<file path="src/rtl/fft8_bitrev_loader.sv">
// Input stage of the 8-point FFT/IFFT datapath. It buffers one natural-order frame of complex
// fp16 samples and replays it in bit-reversed order, conjugating the samples in IFFT mode.
module fft8_bitrev_loader (
  input  logic        clk,
  input  logic        rst,
  input  logic        clear,
  input  logic        ifft_mode,
  input  logic        in_valid,
  output logic        in_ready,
  input  logic [15:0] in_re,
  input  logic [15:0] in_im,
  output logic        out_valid,
  input  logic        out_ready,
  output logic [15:0] out_re,
  output logic [15:0] out_im,
  output logic [2:0]  out_index,
  output logic        out_last,
  output logic        frame_ifft
);

  localparam int unsigned W     = 16;
  localparam int unsigned N     = 8;
  localparam int unsigned LOG2N = 3;

  typedef enum logic {StFill, StDrain} state_e;

  state_e             state_q, state_d;
  logic [LOG2N-1:0]   wr_cnt_q, wr_cnt_d;
  logic [LOG2N-1:0]   rd_cnt_q, rd_cnt_d;
  logic               frame_ifft_q, frame_ifft_d;
  logic [2*W-1:0]     mem_q [N];
  logic               mem_we;
  logic [LOG2N-1:0]   rd_addr;
  logic [2*W-1:0]     rd_word;
  logic [W-1:0]       rd_im;

  always_comb begin
    state_d      = state_q;
    wr_cnt_d     = wr_cnt_q;
    rd_cnt_d     = rd_cnt_q;
    frame_ifft_d = frame_ifft_q;
    mem_we       = 1'b0;
    // clear overrides any handshake in the same cycle
    if (clear) begin
      state_d  = StFill;
      wr_cnt_d = '0;
      rd_cnt_d = '0;
    end else begin
      unique case (state_q)
        StFill: begin
          if (in_valid) begin
            mem_we   = 1'b1;
            wr_cnt_d = wr_cnt_q + 3'd1;
            if (wr_cnt_q == 3'd0) frame_ifft_d = ifft_mode;
            if (wr_cnt_q == 3'd7) state_d = StDrain;
          end
        end
        StDrain: begin
          if (out_ready) begin
            rd_cnt_d = rd_cnt_q + 3'd1;
            if (rd_cnt_q == 3'd7) state_d = StFill;
          end
        end
        default: state_d = StFill;
      endcase
    end
  end

  always_ff @(posedge clk or posedge rst) begin
    if (rst) begin
      state_q      <= StFill;
      wr_cnt_q     <= '0;
      rd_cnt_q     <= '0;
      frame_ifft_q <= 1'b0;
    end else begin
      state_q      <= state_d;
      wr_cnt_q     <= wr_cnt_d;
      rd_cnt_q     <= rd_cnt_d;
      frame_ifft_q <= frame_ifft_d;
    end
  end

  // Sample storage needs no reset: nothing is read until a full frame has been written.
  always_ff @(posedge clk) begin
    if (mem_we) mem_q[wr_cnt_q] <= {in_re, in_im};
  end

  assign rd_addr = {rd_cnt_q[0], rd_cnt_q[1], rd_cnt_q[2]};
  assign rd_word = mem_q[rd_addr];
  assign rd_im   = rd_word[W-1:0];

  always_comb begin
    in_ready   = (state_q == StFill);
    out_valid  = (state_q == StDrain);
    out_re     = '0;
    out_im     = '0;
    out_index  = '0;
    out_last   = 1'b0;
    frame_ifft = frame_ifft_q;
    if (state_q == StDrain) begin
      out_re    = rd_word[2*W-1:W];
      // Signed zeros collapse to +0: downstream only special-cases the all-zero word.
      if (rd_im[W-2:0] != '0) out_im = {rd_im[W-1] ^ frame_ifft_q, rd_im[W-2:0]};
      out_index = rd_cnt_q;
      out_last  = (rd_cnt_q == 3'd7);
    end
  end

endmodule

</file>
<file path="config.mk">
export PLATFORM = sky130hd
export DESIGN_NAME = fft8_bitrev_loader
export DESIGN_NICKNAME = d
export VERILOG_FILES = /design/src/rtl/fft8_bitrev_loader.sv
export SDC_FILE = /design/constraint.sdc
export NUM_CORES = 1
export LEC_CHECK = 0
export BUFFER_PORTS_ARGS = -buffer_cell sky130_fd_sc_hd__buf_4
export CORE_MARGIN = 1
export CORE_UTILIZATION = 50
export DETAILED_ROUTE_END_ITERATION = 7
export GPL_ROUTABILITY_DRIVEN = 0
export HOLD_SLACK_MARGIN = 0.1
export PLACE_DENSITY = 0.71
export REMOVE_ABC_BUFFERS = 1
export SKIP_CTS_REPAIR_TIMING = 1
export SYNTH_ARGS = -nofsm -noshare
export SYNTH_HDL_FRONTEND = slang
export SYNTH_SLANG_ARGS = --single-unit
</file>
<file path="constraint.sdc">
create_clock -name clk -period 3.5 [get_ports clk]
set_input_delay 0.525 -clock clk [delete_from_list [all_inputs] [get_ports clk]]
set_output_delay 0.525 -clock clk [all_outputs]
set_load 0.05 [all_outputs]
</file>
==> results.yml <==
routing:
  num_vias: 5319
  route.detailed.wl_per_inst_um: 22.6
  drt-pass1-iter-count: 5
  via_per_inst: 5.68
  drc: 0
  antenna_left: 0
  first_iter_violations: 299
  wl_um: 21200
synthesis:
  avgSynthCellArea_um2: 20.2
  ys_types: 44
  synthFlopType: "edfxtp_1"
  ys_ff_latch: 264
  synth_edf_count: 256
  yosysSeqAreaShare_pct: 74.1
  async_reset_ff_share_pct: 3.03
  synth_cells: 528
  yosysWarnings: 0
  syn_area_um2: 10700
setup_path:
  path_buf_inv: 2
  worstSetupPathType: "reg -> out"
  slowest_delay_ns: 0.57
  cp_data_arrival_time_ns: 2.88
  crit_fanout: 5
  startpoint_type: "flip-flop"
  cp.required_ns: 2.97
  worst_setup_path_end_kind: "primary output"
  path_cells: "clkbuf_4 -> mux4_1 -> mux2i_1 -> nand4_1 -> nor3_1 -> a311oi_2 -> buf_4"
  cp_slowest_cell: "mux4_1"
  crit_family: "multiplexers"
power:
  power.total_mw: 6.48
  p_per_area_nw_per_um2: 512
  ir_worst_vdd_mv: 0.407
  power_leakage_nw: 4.10
grt:
  grtUsageTotal_pct: 19.7
  use_met2_pct: 32.8
  antenna_found_initial: 1
  busiest_layer: "met2"
  grt_first_pass_wirelength_um: 32000
  grt_max_degree: 43
  use_met1_pct: 26.0
  grt_pass1_vias: 5593
  grt.overflow.total: 0
  grtUsageMet3_pct: 4.23
floorplanning:
  core_area_um2: 21000
  fp.dieW_um: 148
  die_area_um2: 21900
  pin_count: 77
  die_h_um: 148
  rows: 53
  start_util_pct: 50.8
clocking:
  clock_path_buffers: 3
  clock-sinks: 264
  htreeDepth: 1
  path_clk_slew_ns: 0.06
  root_buffer: "clkbuf_16"
  insertion_delay_ns: 0.55
  cts_made_buffers: 28
  cts_tree: "built"
final_layout:
  antenna_cells: 0
  finalInstanceArea_um2: 12700
  fin_util_pct: 60.4
  nets: 686
  drive_above_1_share_pct: 33.7
  syn2layout_area_growth_pct: 18.8
  fillCellCount: 1556
sta:
  slew_headroom_pct: 45.7
  hold_violations: 0
  timing.fmax_ghz: 0.294
  period_share_pct: 97.2
  skew_ns: 0.0163
  fin_crit_ns: 3.40
  max_slew.worst_pin.slew_ns: 0.814
  slew_violations: 0
  hold-worst-slack_ns: 0.201
  fin_ws_ns: 0.0976
  setup_viol: 0
job:
  drv_cap: 0
placement:
  detailed_place_hpwl_um: 12200
  pre_cts_slack_ns: 0.516
  placed_cell_area_um2: 11600
  numPortBuffers: 76
status:
  status: "finished, final reports clean"
worst_hold_path:
  hold_class: "in -> reg"
[through the flow]
| step | std cells | setup TNS, ns |
|---|---|---|
| 6_report | 936 | 0 |
| 3_3_place_gp | 874 | 0 |
| 2_1_floorplan | 501 | -70.93 |
| 4_1_cts | 922 | -0.0899 |
| 3_5_place_dp | 874 | 0 |
| 5_1_grt | 936 | -0.00427 |
[power breakdown]
part           switching, mW  internal [mW]
clock                   1.16           1.60
sequential            0.0186           3.52
combinational          0.113         0.0705
total                   1.29           5.19
[state kept, by name (all words and copies together) (netlist names)]
| register | count |
|---|---|
| frame_ifft | 1 |
| mem_q | 256 |
| wr_cnt_q | 3 |
| out_valid | 1 |
| rd_cnt_q | 3 |
[synthesized netlist by cell type, types with 2 or more instances]
| cell | number | area, µm² |
|---|---|---|
| ha_1 | 5 | 62.6 |
| clkbuf_1 | 4 | 15.0 |
| xor2_1 | 2 | 17.5 |
| a311oi_1 | 2 | 17.5 |
| mux2i_1 | 32 | 320 |
| nor3_1 | 17 | 85.1 |
| mux4_1 | 8 | 210 |
| nand2_1 | 7 | 26.3 |
| a21oi_1 | 6 | 30.0 |
| buf_1 | 2 | 7.51 |
| o211ai_2 | 2 | 25.0 |
| buf_2 | 8 | 40.0 |
| edfxtp_1 | 256 | 7690 |
| nand3b_1 | 3 | 22.5 |
| inv_1 | 4 | 15.0 |
| or4_1 | 4 | 30.0 |
| and2_1 | 4 | 25.0 |
| o21ai_0 | 2 | 10.0 |
| nor2_1 | 53 | 199 |
| clkbuf_8 | 2 | 27.5 |
| mux4_2 | 55 | 1240 |
| nor4b_1 | 2 | 17.5 |
| o22ai_1 | 2 | 12.5 |
| nand2b_1 | 3 | 18.8 |
| nor4_1 | 2 | 12.5 |
| nor3_2 | 2 | 20.0 |
| o311ai_1 | 2 | 17.5 |
| nand3_1 | 2 | 10.0 |
| dfrtp_1 | 8 | 200 |
| nor2b_1 | 3 | 18.8 |
| buf_4 | 5 | 37.5 |
| o21ai_1 | 2 | 10.0 |
| buf_6 | 6 | 67.6 |
[layout by cell type (no fill, tap or decap), drive strengths merged, types with 4 or more instances in the layout]
cell type and instances:
nand2 7, dfrtp 8, mux2i 32, buf 110, and2 4, or4 4
a21oi 6, inv 5, nor3 19, mux4 63, clkbuf 31, edfxtp 256
nor2 53, clkinv 14, o21ai 4, ha 5
[routing by layer]
metal | wire, µm | share of wire, %
met1 | 8630 | 41
met2 | 10500 | 50
met3 | 1480 | 7.0
met4 | 577 | 2.7
met5 | 17 | 0.080
[worst reg2reg max path, cell delays in order, from the launching register on]
cell and delay (ns):
dfrtp_1 0.49, nor2b_1 0.40, nor2b_1 0.26, nand2_1 0.25, nor2_4 0.51, buf_4 0.34
[area by class of cell]
class	instances	area (µm²)	share of cell area (%)
Sequential cell	264	7900	62.4
Multi-Input combinational cell	233	2630	20.8
Clock inverter	18	159	1.26
Tap cell	275	344	2.72
Timing Repair Buffer	112	901	7.12
Inverter	4	15.0	0.119
Clock buffer	30	708	5.60
[cells by family (layout without fill, tap and decap cells)]
logic type	count (synthesis)	count (layout)	share of synthesized area [%]
and+or+nand+nor	106	106	4.81
AOI/OAI and AO/OA	23	23	1.61
adders and majority gates	5	5	0.587
DFF	264	264	74.1
buffers and inverters	31	164	1.97
xor gates and xnor gates	3	3	0.247
muxes	96	96	16.7
[path summary, 6_finish.rpt]
| check | start | endpoint | slack [ns] | cells past startpoint |
|---|---|---|---|---|
| hold / removal | in_im[8] | mem_q[0][8] | 0.20 | 1 |
| setup reg to reg | out_valid | mem_q[7][21] | 0.96 | 5 |
| setup / recovery | rd_cnt_q[2] | out_im[15] | 0.1 | 7 |
| min in group asynchronous | rst | rd_cnt_q[2] | 0.51 | 3 |
| max in group asynchronous | rst | rd_cnt_q[1] | 2.72 | 3 |
| hold reg to reg | frame_ifft | frame_ifft | 0.58 | 1 |
No activity file was read; power rests on OpenSTA's default activity.
